$ cat config.mk
export PLATFORM = sky130hd
export DESIGN_NAME = lsu_mem_ctrl
export DESIGN_NICKNAME = d
export VERILOG_FILES = /design/src/rtl/lsu_mem_ctrl.sv
export SDC_FILE = /design/constraint.sdc
export NUM_CORES = 1
export LEC_CHECK = 0
export ABC_AREA = 1
export ABC_CLOCK_PERIOD_IN_PS = 1900
export CELL_PAD_IN_SITES_DETAIL_PLACEMENT = 1
export CELL_PAD_IN_SITES_GLOBAL_PLACEMENT = 1
export CORE_MARGIN = 4
export CORE_UTILIZATION = 34
export DETAILED_ROUTE_END_ITERATION = 12
export PLACE_DENSITY_LB_ADDON = 0.25
export SLEW_MARGIN = 25
export SYNTH_ARGS = -nofsm -noshare
export SYNTH_HDL_FRONTEND = slang
export SYNTH_SLANG_ARGS = --single-unit
$ cat constraint.sdc
create_clock -name clk -period 1.9 [get_ports clk]
set_input_delay 0.19 -clock clk [delete_from_list [all_inputs] [get_ports clk]]
set_output_delay 0.19 -clock clk [all_outputs]
set_load 0.01 [all_outputs]
$ cat src/rtl/lsu_mem_ctrl.sv
// Load/store front end for word-addressed dmem: B/H/W loads, W stores, B/H stores via read-modify-write.
// resp_valid 2 cycles after accept (3 for sub-word store); req_ready only in IDLE. LSU_MISALIGN_TRAP_EN: misaligned H/W -> resp_err.
module lsu_mem_ctrl #(
  parameter int          WORD_AW     = 27,
  parameter logic [31:0] RESET_RDATA = 32'h0000_0000
) (
  input  logic        clk,
  input  logic        rst_n,
  input  logic        req_valid,
  output logic        req_ready,
  input  logic        req_we,
  input  logic [2:0]  req_funct3,
  input  logic [31:0] req_addr,
  input  logic [31:0] req_wdata,
  output logic        resp_valid,
  output logic [31:0] resp_rdata,
  output logic        resp_err,
  output logic [31:0] mem_addr,
  output logic [31:0] mem_wdata,
  input  logic [31:0] mem_rdata,
  output logic        mem_rw
);

  typedef enum logic [1:0] {S_IDLE, S_RD, S_WR, S_DONE} state_t;

  state_t             r_state, w_next;
  logic               r_we, r_err;
  logic [2:0]         r_funct3;
  logic [WORD_AW+1:0] r_addr;
  logic [31:0]        r_wdata, r_old, r_rdata;

  logic        w_accept, w_ill, w_oor, w_err;
  logic [31:0] w_addr_acc, w_mask, w_merge, w_lane, w_ext;
  logic [4:0]  w_sh;

  assign w_accept = req_valid && (r_state == S_IDLE);

  always_comb begin
    w_ill = (req_funct3 == 3'b011) || (req_funct3[2:1] == 2'b11) || (req_funct3[2] && req_we);
    w_oor = |req_addr[31:WORD_AW+2];
`ifdef LSU_MISALIGN_TRAP_EN
    w_err      = w_ill || w_oor ||
                 ((req_funct3[1:0] == 2'b01) && req_addr[0]) ||
                 ((req_funct3[1:0] == 2'b10) && (|req_addr[1:0]));
    w_addr_acc = req_addr;
`else
    w_err      = w_ill || w_oor;
    w_addr_acc = req_addr;
    if (req_funct3[1:0] == 2'b01) w_addr_acc[0]   = 1'b0;
    if (req_funct3[1:0] == 2'b10) w_addr_acc[1:0] = 2'b00;
`endif
  end

  always_comb begin
    w_next = r_state;
    case (r_state)
      S_IDLE: begin
        if (req_valid) begin
          if (w_err)                        w_next = S_DONE;
          else if (!req_we)                 w_next = S_RD;
          else if (req_funct3[1:0] == 2'b10) w_next = S_WR;
          else                              w_next = S_RD;
        end
      end
      S_RD:    w_next = r_we ? S_WR : S_DONE;
      S_WR:    w_next = S_DONE;
      default: w_next = S_IDLE;
    endcase
  end

  // Lane shift is shared by load extraction and store merge; addr is already aligned for H/W.
  always_comb begin
    w_sh = {r_addr[1:0], 3'b000};
    case (r_funct3[1:0])
      2'b00:   w_mask = 32'h0000_00FF;
      2'b01:   w_mask = 32'h0000_FFFF;
      default: w_mask = 32'hFFFF_FFFF;
    endcase
    w_merge = (r_old & ~(w_mask << w_sh)) | ((r_wdata & w_mask) << w_sh);
    w_lane  = mem_rdata >> w_sh;
    case (r_funct3)
      3'b000:  w_ext = {{24{w_lane[7]}}, w_lane[7:0]};
      3'b001:  w_ext = {{16{w_lane[15]}}, w_lane[15:0]};
      3'b100:  w_ext = {24'h0, w_lane[7:0]};
      3'b101:  w_ext = {16'h0, w_lane[15:0]};
      default: w_ext = w_lane;
    endcase
  end

  always_ff @(posedge clk or negedge rst_n) begin
    if (!rst_n) begin
      r_state  <= S_IDLE;
      r_we     <= 1'b0;
      r_err    <= 1'b0;
      r_funct3 <= 3'b000;
      r_addr   <= '0;
      r_wdata  <= 32'h0;
      r_old    <= 32'h0;
      r_rdata  <= RESET_RDATA;
    end else begin
      r_state <= w_next;
      if (w_accept) begin
        r_we     <= req_we;
        r_funct3 <= req_funct3;
        r_addr   <= w_addr_acc[WORD_AW+1:0];
        r_wdata  <= req_wdata;
        r_err    <= w_err;
      end
      if (r_state == S_RD) r_old <= mem_rdata;
      // Only loads reach DONE from RD; stores and errors report RESET_RDATA.
      if (w_next == S_DONE) r_rdata <= (r_state == S_RD) ? w_ext : RESET_RDATA;
    end
  end

  assign req_ready  = (r_state == S_IDLE);
  assign resp_valid = (r_state == S_DONE);
  assign resp_err   = r_err && (r_state == S_DONE);
  assign resp_rdata = r_rdata;
  assign mem_rw     = (r_state != S_WR);
  assign mem_addr   = {{(32-WORD_AW){1'b0}}, r_addr[WORD_AW+1:2]};
  assign mem_wdata  = (r_state == S_WR) ? w_merge : 32'h0;

endmodule

# --- After elaboration in Yosys (flattened, before gate mapping) ---
# Index checks and enable logic that the tools add are counted.
classes:
  reduce_logical: 10
  muxes: 12
  n_eq_ne: 13
  n_bitwise: 4
  shifts: 3
op_table:
  columns: ["cell", "count"]
  rows:
  - ["$pmux W32 S4", 1]
  - ["$and A32 B32 Y32", 2]
  - ["$mux W32", 2]
  - ["$pmux W32 S2", 1]
  - ["$shl A32 B5 Y32", 2]
  - ["$not A32 Y32", 1]
  - ["$or A32 B32 Y32", 1]
  - ["$shr A32 B5 Y32", 1]
  - ["$eq A2 B2 Y1 const B", 5]
  - ["$mux W2", 5]
  - ["$eq A2 B1 Y1 const B", 3]
  - ["$eq A3 B3 Y1 const B", 2]
  - ["$pmux W2 S3", 1]
  - ["$logic_not A2 Y1", 2]
  - ["$eq A3 B1 Y1 const B", 1]
  - ["$eq A3 B2 Y1 const B", 1]
  - ["$logic_and A1 B1 Y1", 3]
  - ["$logic_not A3 Y1", 1]
  - ["$logic_or A1 B1 Y1", 3]
  - ["$reduce_or A3 Y1", 1]
  - ["$mux W1", 2]
  - ["$ne A2 B2 Y1 const B", 1]
totals:
  inputBits: 103
  elab_cells: 50
  out_inout_bits: 100
  ff_bits: 132

# --- Logic depth before layout (Yosys ltp) ---
depth:
  word_depth: 8
  depth_mapped: 12
  depth_no_buf: 11

# --- Worst setup path after synthesis ---
# No wires, ideal clock.
synth_path:
  path_kind: "register to output"
  start: "register r_addr[0]"
  end: "output port mem_wdata[21]"
  stages_incl_launch_ff: 8
  n_path_buf: 4
  path_slack_ns: 0.314
  t_required_ns: 1.710
  t_arrival_ns: 1.396
  cell_sequence: "dfrtp_1 > buf_6 > inv_2 > buf_4 > buf_2 > buf_2 > nand3_1 > a31oi_1"
synth_via:
  elab_chain_len: 5
  word_cells_on_any_way: 6
  classes_between: "shift: 2; mux: 1; bitwise: 3"
synth_rtl:
  columns: ["element", "line", "source"]
  rows:
  - ["start: declaration", "29", "logic [WORD_AW+1:0] r_addr;"]
  - ["start signal: assignment", "105", "r_addr <= w_addr_acc[WORD_AW+1:0];"]
  - ["$shl A32 B5 Y32", "79", "w_merge = (r_old & ~(w_mask << w_sh)) | ((r_wdata & w_mask) << w_sh);"]
  - ["$not A32 Y32", "79", null]
  - ["$and A32 B32 Y32", "79", null]
  - ["$or A32 B32 Y32 (*)", "79", null]
  - ["$mux W32 (*)", "121", "assign mem_wdata = (r_state == S_WR) ? w_merge : 32'h0;"]
  - ["end: declaration", "19", "output logic [31:0] mem_wdata,"]
# Every way passes the cells marked *; elsewhere a longest branch is shown, timed or not.

# --- Final worst setup path ---
layout_path:
  start: "register r_funct3[1]"
  end: "output port mem_wdata[14]"
layout_via:
  elab_chain_len: 7
  word_cells_on_any_way: 10
  classes_between: "eq/ne: 1; shift: 2; mux: 2; bitwise: 4; reduce/logical: 1"
layout_rtl:
  columns: ["element", "line", "source"]
  rows:
  - ["start: declaration", "28", "logic [2:0] r_funct3;"]
  - ["start signal: assignment", "104", "r_funct3 <= req_funct3;"]
  - ["$eq A2 B1 Y1 or $logic_not A2 Y1 (tied branches)", "74", "case (r_funct3[1:0])"]
  - ["$pmux W32 S2 (*)", "74", null]
  - ["$shl A32 B5 Y32", "79", null]
  - ["$not A32 Y32", "79", null]
  - ["$and A32 B32 Y32", "79", null]
  - ["$or A32 B32 Y32 (*)", "79", null]
  - ["$mux W32 (*)", "121", null]
# Marks and branches as above.

==> reports/qor.json <==
{
  "sta": {
    "final_max_slew_viol_count": 0,
    "finalWorstSetupSlack_ns": -0.1671,
    "hold_slack_ns": 0.2368,
    "fmax_mhz": 483.8,
    "tns_ns": -2.857,
    "tightest_slew_ns": 0.5177,
    "finalClockSkew_ns": 0.006600,
    "fin_crit_sh": 1.088,
    "report.final.hold_viol_count": 0,
    "post-route-min-period_ns": 2.067,
    "relSlewSlack": 0.6512,
    "finalSetupViolCount": 36,
    "rsz0062_at_grt": "yes"
  },
  "floorplanning": {
    "die_area_um2": 23400,
    "rows": 52,
    "design.portCount": 203,
    "die_h_um": 153.0,
    "chipWidth_um": 153.0,
    "coreArea_um2": 20430,
    "initial_core_util": 0.3497
  },
  "global_routing": {
    "grt_use_total": 0.2301,
    "grt_pass1_wl_um": 43020,
    "remaining_global_route_overflow": 0,
    "number_of_antenna_violations_at_the_first_check_in_global_routing": 0,
    "grt_max_degree": 68,
    "first_global_vias": 7817
  },
  "synthesis": {
    "synth_sequential_area_ratio": 0.4623,
    "synth_area_um2": 7144,
    "synth.avg_cell_area_um2": 7.152,
    "yosysTopAreaCell": "dfrtp_1",
    "netlist_top_cells_area": "dfrtp_1, nand2_1, buf_4",
    "synthCells": 999,
    "synth.ff_latch_count": 132,
    "synth_cell_type_count": 29,
    "netlist.area_leader.share": 0.4623,
    "synth.yosys.warnings": 0
  },
  "layout": {
    "n_antenna_cell": 0,
    "flow.area_growth_from_synthesis_pct": 52.15,
    "finalCoreUtilization": 0.5321,
    "layout_cells_sized_above_1": 0.2372,
    "final_nets": 1321
  },
  "critical_path": {
    "worstPathMaxFanout": 5,
    "startpoint_type": "register",
    "cp_data_required_time_ns": 1.71,
    "worstSetupPathType": "reg2out",
    "worst_setup_path_end_kind": "primary output",
    "cp_data_arrival_time_ns": 1.88
  },
  "clock_tree": {
    "clk_latency_worst_skew_pair_ns": 0.43,
    "tritoncts_clock_tree": "done",
    "cts_root_buffer": "clkbuf_16",
    "cts_num_sinks": 132,
    "cts-root-to-sink-buffers": 2,
    "cts-buffers-inserted": 17,
    "cts_htree_levels": 4,
    "worst_setup_hold_path_clk_slew_ns": 0.07
  },
  "drt": {
    "initial_drt_markers": 438,
    "routed_wl_um": 28220,
    "drc": 0,
    "via_count": 7447,
    "viasPerCell": 4.975,
    "average_detailed_routed_wire_length_per_instance_um": 18.85,
    "final_antenna_net_count": 0,
    "first_pass_iteration_count_of_the_detailed_router": 5
  },
  "status": {
    "result_of_the_run": "finished, violations left",
    "violations": "setup timing"
  },
  "power_and_ir_drop": {
    "power_leakage_nw": 5.474,
    "vdd.ir_drop.worst_mv": 0.9759,
    "power.total_mw": 20.05,
    "power_density_cells_nw_per_um2": 1844
  },
  "placed_design": {
    "gp_routability_congestion": 0.9095,
    "dp_worst_setup_slack_ns": -0.1891,
    "place_hpwl_um": 19370,
    "port_buffers": 197
  },
  "hold_path": {
    "hold_path_class": "in2async"
  },
  "flow_run": {
    "number_of_maximum_capacitance_constraint_violations": 0
  }
}
logic make-up (layout without fill, tap and decap cells):
kind of cell / count (synthesis) / count (layout) / share of synthesized area
compound gates: 134 / 134 / 0.1047
fa+ha+maj: 4 / 4 / 0.007006
buf+inv: 151 / 374 / 0.1047
flops: 132 / 132 / 0.4623
other cells: 1 / 5 / 0.0005249
simple gates: 577 / 578 / 0.3207
per-stage QoR:
step / cell area [um2] / cells
after detailed placement: 9534 / 1439
after global routing: 10870 / 1497
after floorplan: 7159 / 1003
after global placement: 9534 / 1439
final: 10870 / 1497
after CTS: 10480 / 1491
cells in the mapped netlist:
cell	number
buf_4	35
inv_2	4
a21oi_1	46
nor2_2	4
nand2_1	498
a31oi_1	12
dfrtp_1	132
nand3_4	1
nor2_1	19
nand3_1	24
buf_1	5
o21ai_1	6
a22oi_1	6
nand3_2	1
o21ai_0	47
buf_2	15
inv_1	56
clkbuf_1	33
buf_12	1
o211ai_1	9
o22ai_1	2
ha_1	4
nand2_2	12
nand2_4	1
a32oi_1	6
conb_1	1
nor2_4	1
nor3_1	16
buf_6	2
sequential cells by signal, indices dropped and copies added, names as in the netlist:
| register | flops |
|---|---|
| r_old | 32 |
| resp_rdata | 32 |
| r_funct3 | 3 |
| r_addr | 29 |
| r_err | 1 |
| r_state | 2 |
| r_wdata | 32 |
| r_we | 1 |
final cells by class:
type | instances | area (um2)
clock buffer | 18 | 429.2
inverter | 60 | 242.7
timing repair inverter | 1 | 7.507
timing repair buffer | 281 | 2781
fill | 2505 | 9559
tap | 270 | 337.8
sequential | 132 | 3306
clock inverter | 14 | 130.1
multi-input combinational | 721 | 3636
what timing repair did:
action | in CTS | in global routing
endpoints found under the hold margin | 28 | 0
cloned | 2 | 4
setup buffers | 18 | 7
gates resized for setup | 231 | 104
endpoints found under the setup margin | 36 | 65
hold buffers | 1 | 0
pin swaps | 29 | 42
layer usage:
layer / GRT usage / vias up / part of all wire
li1: - / 3520 / -
met1: 0.2964 / 3645 / 0.43
met5: 0 / - / 0
met2: 0.3871 / 249 / 0.48
met3: 0.06163 / 33 / 0.065
met4: 0.05600 / 0 / 0.017
path summary, 6_finish.rpt:
kind | from | to | slack, ns | depth (start not counted)
worst max-delay path | r_funct3[1] | mem_wdata[14] | -0.17 | 8
worst min-delay path | rst_n | r_addr[25] | 0.24 | 2
worst max register to register | r_addr[1] | resp_rdata[23] | -0.08 | 12
worst min register to register | r_addr[27] | r_addr[27] | 0.48 | 2
max in group asynchronous | rst_n | r_wdata[19] | 0.99 | 3
min in group clk | req_addr[27] | r_addr[27] | 0.29 | 3
where the power goes:
group	internal [mW]	switching, mW
sequential	4.04	1.01
combinational	5.07	6.74
clock	1.81	1.39
layout by cell type, fill, tap and decap left out, types with 8 or more instances in the layout:
cell type and n:
buf_6 22, o21ai_1 9, o21ai_2 9, nand2_2 57, nand2_1 441, buf_12 11, buf_2 26, a21oi_2 19
clkbuf_16 19, dfrtp_1 130, inv_1 49, nor3_1 15, a31oi_1 8, nor2_1 17, a21oi_1 25, buf_4 46
clkdlybuf4s50_1 160, nand3_1 22, nand2_4 13, o211ai_1 9, o21ai_0 34
critical path, cell delays in order, from the launching register on:
cell             delay (ns)
dfrtp_2                0.45
nor2_4                 0.12
buf_6                  0.14
nand2_4                0.07
nand2_4                0.10
buf_6                  0.13
nand2_1                0.06
a21oi_1                0.14
clkdlybuf4s15_2        0.24
Power figures use the tool's default switching activity.
